===== config.mk =====
export PLATFORM = sky130hd
export DESIGN_NAME = rx_burst_control
export DESIGN_NICKNAME = d
export VERILOG_FILES = /design/src/rtl/rx_ctrl_pkg.sv /design/src/rtl/rx_ctrl_timer.sv /design/src/rtl/rx_burst_control.sv
export SDC_FILE = /design/constraint.sdc
export NUM_CORES = 1
export LEC_CHECK = 0
export ABC_AREA = 1
export CORE_UTILIZATION = 50
export DETAILED_ROUTE_END_ITERATION = 16
export GPL_ROUTABILITY_DRIVEN = 0
export PLACE_DENSITY_LB_ADDON = 0.2
export SYNTH_ARGS = -nofsm -noshare
export SYNTH_HDL_FRONTEND = slang
export SYNTH_SLANG_ARGS = --single-unit

===== constraint.sdc =====
create_clock -name CLK -period 1.4 [get_ports CLK]
set_clock_uncertainty 0.05 [all_clocks]
set_input_delay 0.14 -clock CLK [delete_from_list [all_inputs] [get_ports CLK]]
set_output_delay 0.14 -clock CLK [all_outputs]
set_load 0.05 [all_outputs]

===== src/rtl/rx_ctrl_pkg.sv =====
// Shared state encoding, opcode constants and length check for the rx_burst_control command decoder.
package rx_ctrl_pkg;

  typedef enum logic [3:0] {
    ST_IDLE     = 4'd0,
    ST_WADDR    = 4'd1,
    ST_WDATA    = 4'd2,
    ST_RADDR    = 4'd3,
    ST_OPA      = 4'd4,
    ST_OPB      = 4'd5,
    ST_FUN      = 4'd6,
    ST_BW_ADDR  = 4'd7,
    ST_BW_LEN   = 4'd8,
    ST_BW_DATA  = 4'd9,
    ST_BR_ADDR  = 4'd10,
    ST_BR_LEN   = 4'd11,
    ST_BR_ISSUE = 4'd12
  } state_e;

  localparam logic [7:0] OP_WR     = 8'hAA;
  localparam logic [7:0] OP_RD     = 8'hBB;
  localparam logic [7:0] OP_ALU_OP = 8'hCC;
  localparam logic [7:0] OP_ALU    = 8'hDD;
  localparam logic [7:0] OP_BWR    = 8'hEE;
  localparam logic [7:0] OP_BRD    = 8'hEF;

  // A burst of zero frames or longer than the configured limit is rejected.
  function automatic logic len_ok(input logic [7:0] len, input int max_burst);
    return (len != 8'd0) && (int'(len) <= max_burst);
  endfunction

endpackage


===== src/rtl/rx_ctrl_timer.sv =====
// Inter-frame timeout counter: counts enabled cycles, clears on clr or when disabled,
// and flags expiry on the TIMEOUT_CYC-th silent cycle.
module rx_ctrl_timer #(
  parameter int TIMEOUT_CYC = 4096
) (
  input  logic clk,
  input  logic rst_n,
  input  logic clr,
  input  logic en,
  output logic expire
);

  localparam int CNT_W = $clog2(TIMEOUT_CYC + 1);

  logic [CNT_W-1:0] cnt_q;
  logic [CNT_W-1:0] cnt_d;

  always_comb begin
    cnt_d = cnt_q;
    if (clr || !en) begin
      cnt_d = '0;
    end else if (cnt_q != CNT_W'(TIMEOUT_CYC - 1)) begin
      cnt_d = cnt_q + CNT_W'(1);
    end
  end

  always_ff @(posedge clk or negedge rst_n) begin
    if (!rst_n) begin
      cnt_q <= '0;
    end else begin
      cnt_q <= cnt_d;
    end
  end

  assign expire = en && !clr && (cnt_q == CNT_W'(TIMEOUT_CYC - 1));

endmodule


===== src/rtl/rx_burst_control.sv =====
// Command decoder from UART frames to register-file / ALU / clock-gate controls with burst access.
// Optional inter-frame timeout is enabled by defining RX_CTRL_TIMEOUT_EN.
module rx_burst_control
  import rx_ctrl_pkg::*;
#(
  parameter int WIDTH       = 8,
  parameter int DEPTH       = 16,
  parameter int MAX_BURST   = 8,
  parameter int OPA_ADDR    = 0,
  parameter int OPB_ADDR    = 1,
  parameter int TIMEOUT_CYC = 4096,
  localparam int ADDR_W     = $clog2(DEPTH)
) (
  input  logic              CLK,
  input  logic              Reset,
  input  logic [WIDTH-1:0]  Rx_P_Data,
  input  logic              RxValid,
  input  logic              Rd_Ready,
  output logic              ALU_EN,
  output logic [3:0]        ALU_FUN,
  output logic [ADDR_W-1:0] Reg_File_Adress,
  output logic              WrEN,
  output logic              RdEN,
  output logic [WIDTH-1:0]  WrData,
  output logic              CLK_GATE_EN,
  output logic              Busy,
  output logic              Cmd_Err
);

  if (WIDTH < 8 || MAX_BURST < 1 || MAX_BURST > 255 || TIMEOUT_CYC < 1) begin : g_param_chk
    $error("rx_burst_control: illegal parameter combination");
  end

  // Handshake: RxValid is a one-cycle strobe with no back-pressure; Rd_Ready is sampled
  // only while a burst read is issuing, and each cycle it is high yields one RdEN next cycle.

  state_e             state_q, state_d;
  logic [ADDR_W-1:0]  baddr_q, baddr_d;
  logic [7:0]         cnt_q, cnt_d;
  logic               alu_en_q, alu_en_d;
  logic [3:0]         alu_fun_q, alu_fun_d;
  logic [ADDR_W-1:0]  adr_q, adr_d;
  logic               wr_en_q, wr_en_d;
  logic               rd_en_q, rd_en_d;
  logic [WIDTH-1:0]   wr_data_q, wr_data_d;
  logic               gate_q, gate_d;
  logic               cmd_err_q, cmd_err_d;
  logic               tmr_expire;

  logic [ADDR_W-1:0]  frame_addr;
  logic [7:0]         frame_len;

  assign frame_addr = Rx_P_Data[ADDR_W-1:0];
  assign frame_len  = Rx_P_Data[7:0];

  function automatic logic [ADDR_W-1:0] next_addr(input logic [ADDR_W-1:0] a);
    if (a == ADDR_W'(DEPTH - 1)) begin
      return '0;
    end
    return a + ADDR_W'(1);
  endfunction

`ifdef RX_CTRL_TIMEOUT_EN
  logic tmr_en;

  // Burst-read issue is paced by Rd_Ready, not by incoming frames, so it never times out.
  assign tmr_en = (state_q != ST_IDLE) && (state_q != ST_BR_ISSUE);

  rx_ctrl_timer #(
    .TIMEOUT_CYC (TIMEOUT_CYC)
  ) u_timer (
    .clk    (CLK),
    .rst_n  (Reset),
    .clr    (RxValid),
    .en     (tmr_en),
    .expire (tmr_expire)
  );
`else
  assign tmr_expire = 1'b0;
`endif

  always_comb begin
    state_d   = state_q;
    baddr_d   = baddr_q;
    cnt_d     = cnt_q;
    alu_en_d  = 1'b0;
    alu_fun_d = alu_fun_q;
    adr_d     = adr_q;
    wr_en_d   = 1'b0;
    rd_en_d   = 1'b0;
    wr_data_d = wr_data_q;
    cmd_err_d = 1'b0;

    case (state_q)
      ST_IDLE: begin
        if (RxValid) begin
          if (Rx_P_Data == WIDTH'(OP_WR)) begin
            state_d = ST_WADDR;
          end else if (Rx_P_Data == WIDTH'(OP_RD)) begin
            state_d = ST_RADDR;
          end else if (Rx_P_Data == WIDTH'(OP_ALU_OP)) begin
            state_d = ST_OPA;
          end else if (Rx_P_Data == WIDTH'(OP_ALU)) begin
            state_d = ST_FUN;
          end else if (Rx_P_Data == WIDTH'(OP_BWR)) begin
            state_d = ST_BW_ADDR;
          end else if (Rx_P_Data == WIDTH'(OP_BRD)) begin
            state_d = ST_BR_ADDR;
          end else begin
            cmd_err_d = 1'b1;
          end
        end
      end
      ST_WADDR: begin
        if (RxValid) begin
          baddr_d = frame_addr;
          state_d = ST_WDATA;
        end
      end
      ST_WDATA: begin
        if (RxValid) begin
          wr_en_d   = 1'b1;
          adr_d     = baddr_q;
          wr_data_d = Rx_P_Data;
          state_d   = ST_IDLE;
        end
      end
      ST_RADDR: begin
        if (RxValid) begin
          rd_en_d = 1'b1;
          adr_d   = frame_addr;
          state_d = ST_IDLE;
        end
      end
      ST_OPA: begin
        if (RxValid) begin
          wr_en_d   = 1'b1;
          adr_d     = ADDR_W'(OPA_ADDR);
          wr_data_d = Rx_P_Data;
          state_d   = ST_OPB;
        end
      end
      ST_OPB: begin
        if (RxValid) begin
          wr_en_d   = 1'b1;
          adr_d     = ADDR_W'(OPB_ADDR);
          wr_data_d = Rx_P_Data;
          state_d   = ST_FUN;
        end
      end
      ST_FUN: begin
        if (RxValid) begin
          alu_en_d  = 1'b1;
          alu_fun_d = Rx_P_Data[3:0];
          state_d   = ST_IDLE;
        end
      end
      ST_BW_ADDR: begin
        if (RxValid) begin
          baddr_d = frame_addr;
          state_d = ST_BW_LEN;
        end
      end
      ST_BW_LEN: begin
        if (RxValid) begin
          if (len_ok(frame_len, MAX_BURST)) begin
            cnt_d   = frame_len;
            state_d = ST_BW_DATA;
          end else begin
            cmd_err_d = 1'b1;
            state_d   = ST_IDLE;
          end
        end
      end
      ST_BW_DATA: begin
        if (RxValid) begin
          wr_en_d   = 1'b1;
          adr_d     = baddr_q;
          wr_data_d = Rx_P_Data;
          baddr_d   = next_addr(baddr_q);
          cnt_d     = cnt_q - 8'd1;
          if (cnt_q == 8'd1) begin
            state_d = ST_IDLE;
          end
        end
      end
      ST_BR_ADDR: begin
        if (RxValid) begin
          baddr_d = frame_addr;
          state_d = ST_BR_LEN;
        end
      end
      ST_BR_LEN: begin
        if (RxValid) begin
          if (len_ok(frame_len, MAX_BURST)) begin
            cnt_d   = frame_len;
            state_d = ST_BR_ISSUE;
          end else begin
            cmd_err_d = 1'b1;
            state_d   = ST_IDLE;
          end
        end
      end
      ST_BR_ISSUE: begin
        // A stray frame wins over Rd_Ready so the error never coincides with a read.
        if (RxValid) begin
          cmd_err_d = 1'b1;
        end else if (Rd_Ready) begin
          rd_en_d = 1'b1;
          adr_d   = baddr_q;
          baddr_d = next_addr(baddr_q);
          cnt_d   = cnt_q - 8'd1;
          if (cnt_q == 8'd1) begin
            state_d = ST_IDLE;
          end
        end
      end
      default: begin
        state_d = ST_IDLE;
      end
    endcase

    if (tmr_expire) begin
      state_d   = ST_IDLE;
      cmd_err_d = 1'b1;
    end

    // Gated clock runs while the function frame is awaited and through the ALU_EN cycle.
    gate_d = (state_d == ST_FUN) || alu_en_d;
  end

  always_ff @(posedge CLK or negedge Reset) begin
    if (!Reset) begin
      state_q   <= ST_IDLE;
      baddr_q   <= '0;
      cnt_q     <= '0;
      alu_en_q  <= 1'b0;
      alu_fun_q <= '0;
      adr_q     <= '0;
      wr_en_q   <= 1'b0;
      rd_en_q   <= 1'b0;
      wr_data_q <= '0;
      gate_q    <= 1'b0;
      cmd_err_q <= 1'b0;
    end else begin
      state_q   <= state_d;
      baddr_q   <= baddr_d;
      cnt_q     <= cnt_d;
      alu_en_q  <= alu_en_d;
      alu_fun_q <= alu_fun_d;
      adr_q     <= adr_d;
      wr_en_q   <= wr_en_d;
      rd_en_q   <= rd_en_d;
      wr_data_q <= wr_data_d;
      gate_q    <= gate_d;
      cmd_err_q <= cmd_err_d;
    end
  end

  assign ALU_EN          = alu_en_q;
  assign ALU_FUN         = alu_fun_q;
  assign Reg_File_Adress = adr_q;
  assign WrEN            = wr_en_q;
  assign RdEN            = rd_en_q;
  assign WrData          = wr_data_q;
  assign CLK_GATE_EN     = gate_q;
  assign Busy            = (state_q != ST_IDLE);
  assign Cmd_Err         = cmd_err_q;

endmodule


==> impl_results.md <==
* WS Path Type: reg -> reg
* Register area at approximately 930 um2
* Post-DR wirelength/cell at 19.12 um
* HP Class: in -> reg
* Layout fillers at just over 200
* Input/output buffers at 33
* Power density cells at about 2300 nW/um2
* Worst VDD drop at roughly 1.4 mV
* CTS tree: done
* Switching Share at 0.5033
* Hold Crit Endpoint: WrData[6]
* Crit-path max FO at 5
* Layout cells sized above 1 at 0.4958
* Synth Area in XOR/XNOR at 0
* Area grow syn2layout at 71.90%
* Final setup viols at 37
* Hold depth at 4
* R2r setup slk at -420 ps
* Seq/Total Area, Yosys at 0.3747
* Post-synthesis mux area share at 0.004051
* Post-DP HPWL at ~5500 um
* Net count after synthesis at roughly 360
* Tcrit/Tclk final at 1.298
* Area of the multi-input gates at around 1600 um2
* Synth Instances at between 300 and 400
* Startpoint Class: flip-flop
* Initial antenna violation count at 0
* Vias per cell at 5.991
* CORE AREA at 4755 um2
* Main synth FF type: dfrtp_1
* Max clock buf depth at 2
* GRT Resource Usage Total at 0.3170
* Most common library cells after synthesis: nand2_1 (89), inv_1 (45), nor2_1 (44)
* Setup TNS at -9512 ps
* Fmax at 550.4 MHz
* Final WS setup at -416.7 ps
* Yosys top cell by area: dfrtp_1
* Final min period at approximately 1800 ps
* Seq cells post-synth at 37
* R2R depth at 11
* Die footprint at around 5200 um2
* Chip height at 72.30 um
* Post-synth EDFFs at 0
* Slew margin rel. at 0.6715
* Ports at 34
* Syn avg cell area at slightly above 7 um2
* Max-cap violations at 0
* Mapped cell area at between 2000 and 2500 um2
* Die Span X at ~72 um
* Top-area cell type share of the netlist area at 0.3747
* Layout Nets at 492
* Synth top area cells: dfrtp_1 (37%), nand2_1 (14%), inv_1 (6.8%), nor2_1 (6.7%), o21ai_0 (4.5%)
* Worst slew pin tran at 492.7 ps
* # rows at 25
* Post-Synth Simple-Gate Area at 0.3256
* CTS buffer count at 5
* Final Max Tran Viols at 0
* Final wirelength at about 10000 um
* Final core occ at 0.8934
* Async SR Flop Fraction at 1.000
* Fin cells at 545
* Yosys cell types at 40
* Clock network power share at 0.081
* DRC errors left at 0
* Vias in the first global route at approximately 2.8k
* Violated checks: setup timing
* CP required at roughly 1500 ps
* Min-delay src: Rx_P_Data[6]
* Largest net degree at the start of global routing at 38
* Pint at 4789 uW
* Synth warn at 0
* Initial drt markers at 320
* Leakage power figure at about 0.0021 uW
* Critical R2R Capture: baddr_q[3]
* Clock root cell: clkbuf_8
* CTS H-tree lvls at 2
* DRT Pass-1 Iters at 7
* Sequential power share at 0.215
* Count leader, synth: nand2_1
* Final hold viol count at 0
* Synth Area in Compound Gates at 0.1823
* Status: finished with violations
* Placed cells at roughly 520
* Clock Latency Late Sink at 290 ps
* P_sw at 4853 uW
* Critical path arrival at between 1500 and 2000 ps
* Largest family of logic cells by synthesized area: simple AND/OR/NAND/NOR gates
* Worst setup EP type: flip-flop
* Adder-cell share of the synthesized area at 0.01519
* Total gr overflow at 0
* Initial Utilization at 0.5197
* First-pass GRT wire length at between 10000 and 15000 um
* Vias at around 3.3k
* ANT nets after route at 0
* Clk sinks at 37
* Critical R2R Launch: state_q[3]
* RSZ-0062 raised after global routing: true
* Diodes inserted at 0
* Clock-pin slew on the worst setup and hold paths at 80 ps
* Comb power frac at 0.704
power groups by stage:
stage | Combinational (uW) | Clock [uW] | Sequential (uW)
6_report | 6790 | 780 | 2080
5_1_grt | 7060 | 811 | 2090
4_1_cts | 5830 | 750 | 1970
3_5_place_dp | 5300 | 0 | 1970
3_3_place_gp | 5110 | 0 | 1940
2_1_floorplan | 2140 | 0 | 2650
worst max-delay path by stage:
stage	startpoint	end	cells past startpoint
after floorplan	state_q[1]	cnt_q[1]	11
after global placement	Rx_P_Data[4]	cnt_q[1]	11
after detailed placement	Rx_P_Data[3]	cnt_q[0]	10
after CTS	state_q[0]	cnt_q[6]	12
after global routing	state_q[2]	baddr_q[3]	11
final	state_q[3]	baddr_q[3]	11
registers in the layout, summed over array words and instances (netlist names):
register,count
state_q,4
WrEN,1
RdEN,1
baddr_q,4
cnt_q,8
ALU_FUN,4
CLK_GATE_EN,1
Reg_File_Adress,4
Cmd_Err,1
WrData,8
ALU_EN,1
cell usage in the layout, fill, tap and decap left out, types with 4 or more instances in the layout:
cell / synthesis / layout
a21oi_1: 7 / 4
a21oi_2: 1 / 4
buf_12: 1 / 21
buf_4: 1 / 83
buf_6: 1 / 14
clkbuf_8: 0 / 5
dfrtp_1: 37 / 33
dfrtp_2: 0 / 4
dlygate4sd2_1: 0 / 5
inv_1: 45 / 35
inv_2: 7 / 13
nand2_1: 89 / 62
nand2_2: 10 / 26
nand2_4: 3 / 13
nand3_1: 17 / 15
nor2_1: 44 / 30
nor2_2: 2 / 11
nor2_4: 4 / 9
o21ai_0: 22 / 10
o21ai_1: 12 / 21
o21ai_2: 6 / 8
timing repair:
action / in CTS / in global routing
pin swaps: 21 / 35
endpoints found under the hold margin: 37 / 0
hold buffers: 1 / 0
gates resized for setup: 50 / 71
gates cloned: 2 / 0
endpoints found under the setup margin: 36 / 37
setup buffers: 9 / 4
logic make-up (layout without fill, tap and decap cells):
group / count (synthesis) / after routing
AND/OR/NAND/NOR: 177 / 179
adder cells (fa/ha/maj): 3 / 3
flip-flops: 37 / 37
AO/OA/AOI/OAI: 66 / 66
buffers and inverters: 57 / 192
multiplexers: 1 / 1
through the flow:
step	setup slack, ps	total power (uW)	hold WS, ps	instance area, um2
after floorplan	-108.5	4791	-205.6	2496
after global placement	-478.3	7053	161.2	3715
after detailed placement	-550.2	7274	172.1	3715
after CTS	-294.7	8543	344.3	4006
after global routing	-484.8	9963	265.1	4248
final	-416.7	9643	251.1	4248
area by class of cell:
type,count,area share
Multi-Input combinational cell,249,0.3764
Timing Repair Buffer,131,0.3137
Sequential cell,37,0.2191
Inverter,53,0.05155
Tap cell,67,0.01973
Clock buffer,6,0.01708
Clock inverter,2,0.002356
critical path, stage by stage, from the launching register on:
cell,delay [ps]
dfrtp_2,460
buf_6,140
nor2_4,180
inv_2,90
nor2_2,100
nor2_2,50
nand2_4,150
inv_2,90
o211ai_1,90
o21ai_1,120
nand2_1,80
o21ai_1,90
per-layer routing:
metal	wire, um	up-vias	global-route usage
li1	-	1372	-
met1	3939	1519	0.3936
met2	4888	279	0.5400
met3	821	95	0.05139
met4	771	0	0.1460
met5	0	-	0
(Power assumes the default switching activity.)
